===== src/rtl/cache_trace_driver.sv =====
// cache_trace_driver: replays a loadable address trace into a direct-mapped
// cache tag model. It issues one address per cycle, samples the cache's hit
// output after a fixed latency, and accumulates hit/miss/access statistics
// for each run.
module cache_trace_driver #(
    parameter int ADDR_WIDTH  = 11,
    parameter int DEPTH       = 64,
    parameter int PTR_WIDTH   = 6,
    parameter int CNT_WIDTH   = 16,
    parameter int HIT_LATENCY = 1
) (
    input  logic                  clk,
    input  logic                  rst,
    input  logic                  load_en,
    input  logic [PTR_WIDTH-1:0]  load_idx,
    input  logic [ADDR_WIDTH-1:0] load_data,
    input  logic                  start,
    input  logic [PTR_WIDTH:0]    run_len,
    output logic [ADDR_WIDTH-1:0] cache_addr,
    input  logic                  cache_hit,
    output logic                  busy,
    output logic                  done,
    output logic [CNT_WIDTH-1:0]  hit_count,
    output logic [CNT_WIDTH-1:0]  miss_count,
    output logic [CNT_WIDTH-1:0]  access_count
);

    localparam logic [1:0] ST_IDLE  = 2'd0;
    localparam logic [1:0] ST_ISSUE = 2'd1;
    localparam logic [1:0] ST_DRAIN = 2'd2;
    localparam logic [1:0] ST_DONE  = 2'd3;

    logic [1:0]             state;
    logic [ADDR_WIDTH-1:0]  trace_mem [DEPTH];
    // ptr is one bit wider than an index so it can be compared against a
    // full-depth run length.
    logic [PTR_WIDTH:0]     ptr;
    logic [PTR_WIDTH:0]     run_len_q;
    // One bit per in-flight access; the top bit marks the access whose hit
    // is valid at this edge.
    logic [HIT_LATENCY-1:0] vld_pipe;
    logic [HIT_LATENCY-1:0] vld_next;
    logic                   idle_like;
    logic                   launch;
    logic                   push;
    logic                   sample;

    function automatic logic [CNT_WIDTH-1:0] sat_inc(input logic [CNT_WIDTH-1:0] v);
        return (&v) ? v : v + 1'b1;
    endfunction

    assign idle_like = (state == ST_IDLE) || (state == ST_DONE);
    // A simultaneous load takes priority over start.
    assign launch    = idle_like && start && !load_en;
    // Every ISSUE edge is an edge where the cache captures a trace address.
    assign push      = (state == ST_ISSUE);
    assign busy      = (state == ST_ISSUE) || (state == ST_DRAIN);
    assign done      = (state == ST_DONE);
    assign sample    = busy && vld_pipe[HIT_LATENCY-1];

    // Next pending-pipe contents: shift toward the sample point, insert this edge's capture.
    always_comb begin
        vld_next    = vld_pipe << 1;
        vld_next[0] = push;
    end

    // Trace memory: writable only while not running; deliberately not reset.
    always_ff @(posedge clk) begin
        if (idle_like && load_en)
            trace_mem[load_idx] <= load_data;
    end

    // Run sequencing: launch, issue one address per cycle, drain the pipe.
    always_ff @(posedge clk) begin
        if (rst) begin
            state      <= ST_IDLE;
            cache_addr <= '0;
            ptr        <= '0;
            run_len_q  <= '0;
            vld_pipe   <= '0;
        end else begin
            case (state)
                ST_IDLE, ST_DONE: begin
                    if (launch) begin
                        vld_pipe  <= '0;
                        run_len_q <= run_len;
                        if (run_len == '0) begin
                            state <= ST_DONE;
                        end else begin
                            cache_addr <= trace_mem[0];
                            ptr        <= (PTR_WIDTH+1)'(1);
                            state      <= ST_ISSUE;
                        end
                    end
                end
                ST_ISSUE: begin
                    vld_pipe <= vld_next;
                    if (ptr < run_len_q) begin
                        cache_addr <= trace_mem[ptr[PTR_WIDTH-1:0]];
                        ptr        <= ptr + (PTR_WIDTH+1)'(1);
                    end else begin
                        state <= ST_DRAIN;
                    end
                end
                ST_DRAIN: begin
                    vld_pipe <= vld_next;
                    // Leave on the edge that samples the last access.
                    if (vld_next == '0)
                        state <= ST_DONE;
                end
                default: state <= ST_IDLE;
            endcase
        end
    end

    // Statistics: cleared on launch, saturating increments on each sample.
    always_ff @(posedge clk) begin
        if (rst || launch) begin
            hit_count    <= '0;
            miss_count   <= '0;
            access_count <= '0;
        end else if (sample) begin
            access_count <= sat_inc(access_count);
            if (cache_hit)
                hit_count <= sat_inc(hit_count);
            else
                miss_count <= sat_inc(miss_count);
        end
    end

endmodule


===== config.mk =====
export PLATFORM = sky130hd
export DESIGN_NAME = cache_trace_driver
export DESIGN_NICKNAME = d
export VERILOG_FILES = /design/src/rtl/cache_trace_driver.sv
export SDC_FILE = /design/constraint.sdc
export NUM_CORES = 1
export LEC_CHECK = 0
export CORE_UTILIZATION = 45
export CTS_CLUSTER_DIAMETER = 200
export CTS_CLUSTER_SIZE = 8
export DETAILED_ROUTE_END_ITERATION = 8
export DONT_BUFFER_PORTS = 1
export MAX_ROUTING_LAYER = met4
export PLACE_DENSITY_LB_ADDON = 0.3
export SLEW_MARGIN = 20
export SYNTH_ARGS = -nofsm -noshare
export SYNTH_HDL_FRONTEND = slang
export SYNTH_SLANG_ARGS = --single-unit

===== constraint.sdc =====
create_clock -name clk -period 3.1 [get_ports clk]
set_clock_uncertainty 0.15 [all_clocks]
set_input_delay 0.31 -clock clk [delete_from_list [all_inputs] [get_ports clk]]
set_output_delay 0.31 -clock clk [all_outputs]
set_load 0.03 [all_outputs]

# Word-level counts from Yosys, hierarchy flattened
# Memories as Yosys holds them, arrays and structs flattened. A register that Yosys moved wholly into a read port is not among the register bits.
# Cells that the tools add are included.
[totals]
latchBits = 0
input_bits = 29
mem_bits_rw = 704
wordCells = 64
n_memories = 1
out_inout_bits = 61
register_bits = 76
rom_bits = 0
[mem_list]
columns = ["name", "depth", "width", "read_ports", "rd_clocked_by_memory_dff", "wr", "line", "rtl"]
rows = [
  ["trace_mem", 64, 11, 2, 1, 1, "34", "logic [ADDR_WIDTH-1:0] trace_mem [DEPTH];"],
]
[op_classes]
n_div = 0
shift = 0
n_mul = 0
muxes = 18
bitwise_logic = 4
n_eq_ne = 7
reduce_logical = 21
magnitude_cmp = 1
addsub = 4
[ops]
columns = ["cell", "count"]
rows = [
  ["16-bit by 1-bit adder with 16-bit output, second input constant", 3],
  ["16-bit AND reduction", 3],
  ["11-bit two-way mux", 3],
  ["11-bit case mux with 2 select lines", 1],
  ["7-bit two-way mux", 3],
  ["7-bit case mux with 2 select lines", 1],
  ["6-bit two-way mux", 2],
  ["7-bit by 1-bit adder with 7-bit output, second input constant", 1],
  ["7-bit zero test", 1],
  ["7-bit < comparator", 1],
  ["2-bit two-way mux", 3],
  ["2-bit != test, second input constant", 3],
  ["2-bit case mux with 3 select lines", 1],
  ["2-bit AND reduction", 3],
  ["3-bit AND reduction", 2],
  ["2-bit equality test, second input constant", 2],
  ["1-bit logical AND", 4],
  ["1-bit inverter", 4],
  ["4-bit AND reduction", 1],
  ["1-bit logical OR", 3],
  ["1-bit two-way mux", 3],
  ["1-bit case mux with 3 select lines", 1],
  ["2-bit by 1-bit equality test with 1-bit output, second input constant", 1],
  ["2-bit zero test", 1],
  ["other kinds (4)", 4],
]

# Logic depth before layout (Yosys ltp)
[depth]
depth_word = 8
ltp_mapped = 10
ltp_nobuf = 8

# Worst setup path after synthesis
# OpenSTA, ideal clock, no wires.
[synth_path]
path_kind = "input -> register"
from = "input load_idx[0]"
to = "memory trace_mem[44][0] (enable)"
arrival_ns = 1.866
slack_ns = 0.706
n_path_buf = 2
setup_ns = 0.378
stages = 5
required_ns = 2.572
path_cell_list = "clkbuf_1 > or3b_2 > or2_2 > clkbuf_1 > nor2_1"
[synth_lines]
columns = ["element", "line", "rtl"]
rows = [
  ["start, declared", "15", "input logic [PTR_WIDTH-1:0] load_idx,"],
  ["end, declared", "34", ""],
]
# No word-level cell before the write port.

==> flow_results.xml <==
<?xml version="1.0" encoding="UTF-8"?>
<metrics>
  <group name="status">
    <metric name="run_status" unit="">finished clean</metric>
  </group>
  <group name="sta">
    <metric name="rsz_0062_raised_after_global_routing" unit="">no</metric>
    <metric name="slew_viol_final" unit="">0</metric>
    <metric name="fin_crit" unit="ps">2990</metric>
    <metric name="timing.final.crit_share" unit="%">96.5</metric>
    <metric name="timing.final.setup_violations" unit="">0</metric>
    <metric name="max-slew-margin-rel" unit="%">38.5</metric>
    <metric name="finalHoldViolations" unit="">0</metric>
    <metric name="setup-tns-final" unit="ps">0</metric>
    <metric name="tightestPinTransition" unit="ps">923</metric>
    <metric name="holdWs" unit="ps">45.4</metric>
    <metric name="max_freq" unit="GHz">0.334</metric>
  </group>
  <group name="drt">
    <metric name="dr.first_iter.drc_count" unit="">1622</metric>
    <metric name="route.antenna.remaining_nets" unit="">0</metric>
    <metric name="routed_wire_length_per_instance" unit="µm">25.6</metric>
    <metric name="routed_wirelength" unit="µm">71700</metric>
    <metric name="drt-vias-per-instance" unit="">5.77</metric>
    <metric name="route.detailed.drc" unit="">0</metric>
    <metric name="vias" unit="">16100</metric>
    <metric name="firstDrtPassIters" unit="">5</metric>
  </group>
  <group name="setup_path">
    <metric name="worstPathRequired" unit="ps">3480</metric>
    <metric name="timing.critical_path.from_type" unit="">flop</metric>
    <metric name="worst_ep_arrival_time" unit="ps">3370</metric>
    <metric name="critPathMostFrequentCell" unit="">buf_12</metric>
    <metric name="timing.critical_path.cells" unit="">buf_12 -&gt; buf_12 -&gt; mux4_2 -&gt; a22oi_1 -&gt; a21oi_1 -&gt; a31oi_1 -&gt; nor2_1 -&gt; a211o_1</metric>
    <metric name="slowest_stage_cell_on_the_critical_path" unit="">mux4_2</metric>
    <metric name="timing.critical_path.fanout_max" unit="">20</metric>
    <metric name="critPathMaxStageDelay" unit="ps">540</metric>
    <metric name="critical_path_class" unit="">flop to flop</metric>
    <metric name="worst-r2r-setup-slack" unit="ps">110</metric>
    <metric name="worst_setup_path_end_kind" unit="">flop</metric>
    <metric name="worst-r2r-cell-count" unit="">8</metric>
  </group>
  <group name="floorplan">
    <metric name="core.rowCount" unit="">96</metric>
    <metric name="initial_core_util" unit="%">45.5</metric>
    <metric name="design.core.area" unit="µm²">68700</metric>
    <metric name="io_pins" unit="">90</metric>
    <metric name="die_area" unit="µm²">70500</metric>
    <metric name="dieWidth" unit="µm">266</metric>
    <metric name="die_y" unit="µm">266</metric>
  </group>
  <group name="clock_tree">
    <metric name="cts_max_path_buffers" unit="">3</metric>
    <metric name="cts_tree" unit="">yes</metric>
    <metric name="clock_transition_time_at_the_flip_flop_clock_pins_of_the_worst_setup_and_hold_paths" unit="ps">50</metric>
    <metric name="clock_insertion_delay_worst_skew" unit="ps">650</metric>
    <metric name="clock_sink_count" unit="">786</metric>
    <metric name="h-tree-depth" unit="">3</metric>
    <metric name="tritoncts.num_buffers" unit="">108</metric>
    <metric name="cts_root_buffer" unit="">clkbuf_16</metric>
  </group>
  <group name="cells_and_area">
    <metric name="n_fill_cell" unit="">5415</metric>
    <metric name="post_route_core_utilization" unit="%">52.8</metric>
    <metric name="drive_gt1_share" unit="%">21.4</metric>
    <metric name="design.final.nets" unit="">1876</metric>
    <metric name="areaGrowthSynthToFinish" unit="%">16.2</metric>
    <metric name="post_layout_nonfiller_instances" unit="">2799</metric>
  </group>
  <group name="yosys">
    <metric name="yosysWarnings" unit="">0</metric>
    <metric name="netlist.top_cell.by_area" unit="">edfxtp_1</metric>
    <metric name="yosys-top-cells-count" unit="">edfxtp_1, nor2_1, mux4_2</metric>
    <metric name="syn-instance-count" unit="">1672</metric>
    <metric name="postSynthNetCount" unit="">1714</metric>
    <metric name="synth_area_per_cell" unit="µm²">18.7</metric>
    <metric name="post-synth-top-count-cell" unit="">edfxtp_1</metric>
    <metric name="synth_enable_flop_cells" unit="">704</metric>
    <metric name="netlist.area_leader.share" unit="%">67.6</metric>
    <metric name="post_synth_instance_area" unit="µm²">31300</metric>
    <metric name="synth_cell_type_count" unit="">61</metric>
    <metric name="synth_seq_area_share" unit="%">72.9</metric>
    <metric name="fraction_of_registers_with_async_set_or_reset_after_synthesis" unit="%">0</metric>
    <metric name="synth_seq_cells" unit="">786</metric>
    <metric name="synthTopCellsByArea" unit="">edfxtp_1, mux4_2, dfxtp_1</metric>
    <metric name="synth_top_flop_cell" unit="">edfxtp_1</metric>
  </group>
  <group name="global_route">
    <metric name="groute.usage.overall" unit="%">21.1</metric>
    <metric name="grt_pass1_wl" unit="µm">106000</metric>
    <metric name="antenna_found_initial" unit="">2</metric>
    <metric name="overflow" unit="">0</metric>
    <metric name="grt_pass1_vias" unit="">16400</metric>
    <metric name="grt_busiest_layer" unit="">met2</metric>
    <metric name="global_route.usage.met1" unit="%">27.9</metric>
    <metric name="grt_max_degree" unit="">65</metric>
    <metric name="grt_use_met3" unit="%">5.38</metric>
    <metric name="met2_track_usage_gr" unit="%">32.5</metric>
  </group>
  <group name="power_and_ir_drop">
    <metric name="cellLeakagePower" unit="nW">11.5</metric>
    <metric name="power_per_cell_area" unit="nW/µm²">700</metric>
    <metric name="ir_drop" unit="V">0.000413</metric>
    <metric name="finalPower" unit="mW">25.4</metric>
  </group>
  <group name="place">
    <metric name="post-dp-hpwl" unit="µm">42800</metric>
    <metric name="placed_instances" unit="">2615</metric>
    <metric name="port_buffers" unit="">0</metric>
    <metric name="gp_routability_congestion" unit="">0.865</metric>
  </group>
  <group name="min_path">
    <metric name="holdCritPathClass" unit="">input port to flop</metric>
    <metric name="hold_depth" unit="">4</metric>
  </group>
  <group name="job">
    <metric name="max_cap_violations" unit="">0</metric>
  </group>
</metrics>
state kept, by name, summed over array words and instances, names as in the netlist, named ones only:
| register | cells |
|---|---|
| miss_count | 16 |
| trace_mem | 704 |
| state | 2 |
| run_len_q | 7 |
| vld_pipe | 1 |
| access_count | 16 |
| ptr | 7 |
| hit_count | 16 |
| cache_addr | 11 |
worst max-delay path: cells and delay by family, from the launching register on:
family          cells  cell delay, ps
compound gates      4            1220
mux                 1             540
buf+inv             2             420
flops               1             410
simple gates        1             100
report_power, final:
part	leakage (nW)	switching [mW]	total (mW)	internal, mW
sequential	7.00	0.183	11.9	11.7
clock	1.41	4.07	10.3	6.26
combinational	3.10	1.68	3.21	1.53
total	11.5	5.93	25.4	19.5
cell usage in the layout, fill, tap and decap left out, drive strengths merged, types with 3 or more instances in the layout:
| cell type | netlist | routed |
|---|---|---|
| ha | 13 | 13 |
| o21a | 3 | 3 |
| or3b | 3 | 3 |
| mux2i | 59 | 59 |
| nor2 | 161 | 161 |
| xor2 | 27 | 27 |
| nand4 | 13 | 13 |
| o21ai | 17 | 17 |
| nor3 | 17 | 17 |
| a211oi | 8 | 8 |
| edfxtp | 704 | 704 |
| a21oi | 22 | 22 |
| clkbuf | 37 | 136 |
| inv | 15 | 19 |
| and4 | 6 | 6 |
| buf | 52 | 115 |
| or3 | 4 | 4 |
| nand2b | 6 | 6 |
| o22ai | 20 | 20 |
| a211o | 18 | 18 |
| diode | 0 | 3 |
| nor2b | 15 | 15 |
| and3 | 11 | 11 |
| mux4 | 176 | 176 |
| dlygate4sd3 | 0 | 28 |
| a41oi | 3 | 3 |
| a2111oi | 3 | 3 |
| dfxtp | 82 | 82 |
| or2 | 9 | 9 |
| a22oi | 20 | 20 |
| and2 | 5 | 5 |
| a31oi | 11 | 11 |
| xnor2 | 20 | 20 |
| nand2 | 53 | 53 |
| nand3b | 9 | 9 |
| nand3 | 26 | 26 |
repair_timing:
item,CTS,global route
hold buffers,39,0
setup buffers,0,1
setup endpoints to repair,0,1
gates resized for setup,0,0
hold endpoints to repair,798,0
cells by family (layout without fill, tap and decap cells):
group,Yosys count,count (layout),synth area share [%]
simple gates,346,346,5.19
mux,237,237,15.0
other cells,0,3,0
buf+inv,106,299,2.05
xor+xnor,47,47,1.32
flops,786,786,72.9
fa+ha+maj,13,13,0.520
compound gates,137,137,3.06
per-stage QoR:
step / cell area, µm² / setup WS [ps]
3_5_place_dp: 32800 / 123
3_3_place_gp: 32800 / 163
6_report: 36300 / 107
5_1_grt: 36300 / 16.4
4_1_cts: 36300 / 123
2_1_floorplan: 31300 / 706
path summary, 6_finish.rpt:
kind                        startpoint                    endpoint
min reg2reg  run_len_q[4]$_SDFFE_PP0P_   run_len_q[4]$_SDFFE_PP0P_
max reg2reg                       flop  cache_addr[3]$_SDFFE_PP0P_
max                               flop  cache_addr[3]$_SDFFE_PP0P_
min                              start   run_len_q[4]$_SDFFE_PP0P_
layer usage:
metal	part of all wire [%]	vias to the layer above	routed length, µm
met5	0	-	0
met4	2.4	0	1700
met3	8.4	119	6000
met2	48	630	34200
met1	42	8360	29800
li1	-	7035	-
area by class of cell:
cell class | instances | area (µm²) | area share [%]
clock inverter | 5 | 66.3 | 0.183
inverter | 15 | 56.3 | 0.155
tap | 931 | 1160 | 3.21
timing repair buffer | 143 | 1550 | 4.27
sequential | 786 | 22800 | 62.8
antenna | 3 | 7.51 | 0.0207
clock buffer | 136 | 2830 | 7.79
multi-input combinational | 780 | 7840 | 21.6
No activity file was read; power rests on OpenSTA's default activity.
